File: config.mk
export PLATFORM = sky130hd
export DESIGN_NAME = ifetch_unit32
export DESIGN_NICKNAME = d
export VERILOG_FILES = /design/src/rtl/ifetch_unit32.sv
export SDC_FILE = /design/constraint.sdc
export NUM_CORES = 1
export LEC_CHECK = 0
export BUFFER_PORTS_ARGS = -buffer_cell sky130_fd_sc_hd__buf_2
export CAP_MARGIN = 20
export CORE_MARGIN = 3
export CORE_UTILIZATION = 50
export CTS_CLUSTER_DIAMETER = 30
export DETAILED_ROUTE_END_ITERATION = 8
export GPL_TIMING_DRIVEN = 0
export PLACE_DENSITY_LB_ADDON = 0.1
export SLEW_MARGIN = 20
export SYNTH_ARGS = -nofsm -noshare
export SYNTH_HDL_FRONTEND = slang
export SYNTH_SLANG_ARGS = --single-unit
File: constraint.sdc
create_clock -name clock -period 5.7 [get_ports clock]
set_clock_uncertainty 0.2 [all_clocks]
set_input_delay 0.57 -clock clock [delete_from_list [all_inputs] [get_ports clock]]
set_output_delay 0.57 -clock clock [all_outputs]
set_load 0.02 [all_outputs]
File: src/rtl/ifetch_unit32.sv
// Instruction fetch stage: PC register, sync-ROM addressing and next-PC resolution for the decoder.
// Optional performance counters are built when IFETCH_PERF_EN is defined.
//
// state | meaning
// FILL  | first cycle after reset, ROM is reading RESET_PC, no valid instruction yet
// RUN   | Instruction valid every cycle, PC advances unless stalled
module ifetch_unit32 #(
   parameter logic [31:0] RESET_PC = 32'h0000_0000,
   parameter logic [31:0] TRAP_PC  = 32'h0000_F000,
   parameter int          ROM_AW   = 14
) (
   input  logic              clock,
   input  logic              reset_n,
   output logic [ROM_AW-1:0] rom_addr,
   input  logic [31:0]       rom_rdata,
   output logic [31:0]       Instruction,
   output logic              instr_valid,
   output logic [31:0]       pc_out,
   output logic [31:0]       opcplus4,
   input  logic              stall,
   input  logic              Branch,
   input  logic              nBranch,
   input  logic              Jmp,
   input  logic              Jal,
   input  logic              Jrn,
   input  logic              Zero,
   input  logic [31:0]       Sign_extend,
   input  logic [31:0]       Read_data_1,
   output logic              align_err,
   output logic [31:0]       perf_retired,
   output logic [31:0]       perf_redirect
);

   localparam logic [0:0] S_FILL = 1'b0;
   localparam logic [0:0] S_RUN  = 1'b1;

   logic [0:0]  r_state;
   logic [31:0] r_pc;
   logic [31:0] r_opcplus4;
   logic        r_align_err;

   logic [31:0] w_pc4;
   logic [31:0] w_next_pc;
   logic        w_consume;
   logic        w_misalign;

   assign w_pc4      = r_pc + 32'd4;
   assign w_consume  = (r_state == S_RUN) & ~stall;
   assign w_misalign = Read_data_1[1:0] != 2'b00;

   // Stall and FILL both hold the PC so the ROM re-reads the same word.
   always_comb begin
      w_next_pc = w_pc4;
      if (!w_consume)
         w_next_pc = r_pc;
      else if (Jrn && w_misalign)
         w_next_pc = TRAP_PC;
      else if (Jrn)
         w_next_pc = Read_data_1;
      else if (Jmp || Jal)
         w_next_pc = {w_pc4[31:28], rom_rdata[25:0], 2'b00};
      else if ((Branch && Zero) || (nBranch && !Zero))
         w_next_pc = w_pc4 + (Sign_extend << 2);
   end

   always_ff @(posedge clock or negedge reset_n) begin
      if (!reset_n) begin
         r_state     <= S_FILL;
         r_pc        <= RESET_PC;
         r_opcplus4  <= 32'h0;
         r_align_err <= 1'b0;
      end else begin
         r_state <= S_RUN;
         r_pc    <= w_next_pc;
         if (w_consume && Jal && !Jrn)
            r_opcplus4 <= w_pc4;
         if (w_consume && Jrn && w_misalign)
            r_align_err <= 1'b1;
      end
   end

`ifdef IFETCH_PERF_EN
   logic [31:0] r_perf_retired;
   logic [31:0] r_perf_redirect;

   always_ff @(posedge clock or negedge reset_n) begin
      if (!reset_n) begin
         r_perf_retired  <= 32'h0;
         r_perf_redirect <= 32'h0;
      end else if (w_consume) begin
         r_perf_retired <= r_perf_retired + 32'd1;
         if (w_next_pc != w_pc4)
            r_perf_redirect <= r_perf_redirect + 32'd1;
      end
   end

   assign perf_retired  = r_perf_retired;
   assign perf_redirect = r_perf_redirect;
`else
   assign perf_retired  = 32'h0;
   assign perf_redirect = 32'h0;
`endif

   assign rom_addr    = w_next_pc[ROM_AW+1:2];
   assign Instruction = rom_rdata;
   assign instr_valid = (r_state == S_RUN);
   assign pc_out      = r_pc;
   assign opcplus4    = r_opcplus4;
   assign align_err   = r_align_err;

endmodule

==> impl_metrics.tcl <==
set metrics [dict create \
    synth_async_sr_flop_share_pct 100 \
    synth_top_area_cell "dfrtp_1" \
    final_antenna_net_count 0 \
    fmax_ghz 0.191 \
    cp.required_ns 4.93 \
    post_cts_buffers 0 \
    drive_gt1_share_pct 31.1 \
    r2r-start "pc_out[2]$_DFF_PN0_" \
    cellPowerDensity_mw_per_mm2 276 \
    yosys_most_used_dff "dfrtp_1" \
    cpPeakStageDelay_ns 0.44 \
    crit_slowest_cell "dfrtp_1" \
    path_cells "ha_1 > nand2_1 > or3_1 > buf_6 > nor2_1 > xnor2_1 > inv_1 > ha_1 > buf_2 > nand4_1 > a211oi_1 > a21oi_1 > xnor2_1 > a21oi_1 > o21ai_0 > o22ai_1 > o21ai_0 > buf_2" \
    finalSetupViolCount 0 \
    hold_viol 0 \
    dp_slack_ns 0.932 \
    hold_class "register to register" \
    grtUsageTotal_pct 32.8 \
    place_area_mm2 0.00768 \
    path_clk_slew_ns 0.06 \
    path_buf_inv 4 \
    drcViolationCount 0 \
    met2_length_um 11100 \
    finalCritPeriodShare_pct 92.0 \
    grt_first_pass_wirelength_um 33900 \
    syn2layout_area_growth_pct 28.8 \
    cap_violations 0 \
    drt-pass1-iter-count 5 \
    clk_latency_ns 0.34 \
    ir_drop_v 0.000186 \
    clock_path_buffers 2 \
    die_area_mm2 0.0137 \
    worst_setup_path_start_kind "register" \
    htree_levels 3 \
    yosysSeqAreaShare_pct 26.7 \
    synthTopCellsByArea "dfrtp_1, buf_4, nand2_1" \
    cts-root-buf "clkbuf_16" \
    critPathMaxFanout 7 \
    fin_area_mm2 0.00796 \
    final_common_cell "buf_2" \
    dp.cells 1232 \
    cts_tree "yes" \
    syn_inst 797 \
    start_util_pct 52.5 \
    routed_wl_um 23300 \
    wl_per_cell_um 18.7 \
    grt-ovfl-total 0 \
    synth-seq-cells 66 \
    hold_start "opcplus4[10]$_DFFE_PN0P_" \
    cts_made_buffers 9 \
    dr.max_layer_used "met4" \
    finalWeightedCongestion 0.972 \
    grt_pass1_vias 6223 \
    drv_slew 0 \
    diodes 0 \
    cp.arrival_ns 4.47 \
    status "finished, final reports clean" \
    fp-row-count 39 \
    final_cell_mix "buf_2, nand2_1, buf_4" \
    final_cells 1249 \
    worst_path_dominant_cell_family "compound AO/OA/AOI/OAI gates" \
    tightestPinTransition_ns 1.05 \
    syn_area_per_cell_um2 7.75 \
    fin_tns_setup_ns 0 \
    grt_start_max_net_pins 35 \
    fp.dieH_um 117 \
    core_mm2 0.0118 \
    netlist.area_leader.share_pct 26.7 \
    antenna_found_initial 0 \
    endpoint_kind "output port" \
    syn_area_mm2 0.00618 \
    min_period_ns 5.24 \
    synth_edf_count 0 \
    path_class "register to output port" \
    ys_warn_count 0 \
    synth.distinct_cells 66 \
    die_w_um 117 \
    vias 6816 \
    wl_met3_um 2450 \
    setup_slack_ns 0.458 \
    rsz0062_at_grt "no" \
    io_pins 281 \
    wl_met1_um 9190 \
    post-dp-hpwl_um 18800 \
    p_leak_nw 4.25 \
    drtIter0Drc 656 \
    utilization_pct 67.7 \
    via_per_inst 5.46 \
    cts_num_sinks 66 \
    fin_nets 1221 \
    io_buffers 207 \
    slew_headroom_pct 28.3 \
    crit_path_start "pc_out[2]$_DFF_PN0_" \
]
==> per-stage QoR <==
| step | power [mW] | hold WS, ns |
|---|---|---|
| floorplan | 1.32 | 0.0744 |
| global placement | 1.65 | 0.241 |
| detailed placement | 1.65 | 0.244 |
| CTS | 2.17 | 0.268 |
| global route | 2.31 | 0.298 |
| finish | 2.20 | 0.267 |
==> layer usage <==
layer,global-route usage [%],vias up
met4,8.94,0
met2,54.1,415
li1,-,3203
met3,8.64,46
met5,0,-
met1,42.6,3152
==> cell families after synthesis <==
group | synth area share (%)
other | 0.122
adder cells (fa/ha/maj) | 7.41
AND/OR/NAND/NOR | 20.5
AO/OA/AOI/OAI | 21.8
flip-flops | 26.7
XOR/XNOR | 7.21
buffers and inverters | 15.5
multiplexers | 0.830
==> repair_timing <==
action / 4_1_cts / 5_1_grt
hold endpoints to repair: 11 / 0
resized for setup: 0 / 0
hold buffers: 1 / 0
==> path summary, 6_finish.rpt <==
path,end,slack (ns),cells past startpoint
worst max-delay path,rom_addr[13],0.46,18
worst min-delay path,opcplus4[10]$_DFFE_PN0P_,0.27,2
worst max register to register,pc_out[23]$_DFFE_PN0P_,1.08,17
worst min register to register,opcplus4[10]$_DFFE_PN0P_,0.27,2
max in group asynchronous,pc_out[22]$_DFFE_PN0P_,4.25,3
min in group asynchronous,opcplus4[5]$_DFFE_PN0P_,0.51,2
==> report_power, final <==
part	switching [mW]	total (mW)	internal (mW)
sequential	0.0798	0.629	0.549
clock	0.226	0.521	0.295
combinational	0.664	1.05	0.381
==> registers in the layout, summed over array words and instances, names as in the netlist <==
register / flops
align_err: 1
instr_valid: 1
opcplus4: 32
pc_out: 32
==> worst register-to-register path: stages (launching register included) <==
cell and delay, ns:
dfrtp_1 0.44, ha_1 0.24, nand2_1 0.10, or3_1 0.39
buf_6 0.16, nor2_2 0.20, nand2_1 0.09, xor2_1 0.40
inv_1 0.09, ha_1 0.28, clkbuf_1 0.32, nand2_1 0.12
or3_1 0.36, o21ai_1 0.20, xor2_1 0.32, nand2_1 0.10
a311o_1 0.38, a21oi_1 0.13
==> synth_stat cells, types with 3 or more instances <==
library cell / number
nand4_1: 6
dfrtp_1: 66
a21o_1: 15
inv_1: 24
ha_1: 35
a21boi_0: 4
a211oi_1: 7
and3_1: 16
a221o_1: 4
a311oi_1: 5
nor2b_1: 4
xnor2_1: 23
o21ai_1: 3
a31oi_1: 12
nand3_1: 21
o31ai_1: 6
o21a_1: 6
nor4_1: 3
xor2_1: 26
nor3_1: 14
a21oi_1: 50
mux2i_1: 4
nand2b_1: 4
and4_1: 3
o211ai_1: 12
o21bai_1: 4
nand2_1: 137
and2_1: 5
a22oi_1: 3
buf_4: 98
nor2_1: 46
o21ai_0: 57
clkbuf_1: 29
==> cell type report <==
type / count / area [um^2]
clock buffer: 10 / 229
sequential: 66 / 1650
inverter: 24 / 90.1
fill: 1086 / 3800
clock inverter: 6 / 42.5
tap: 164 / 205
buffer: 130 / 865
timing repair buffer: 209 / 1070
multi-input combinational: 640 / 3810
Note: power is estimated with default switching activity, not from simulation.
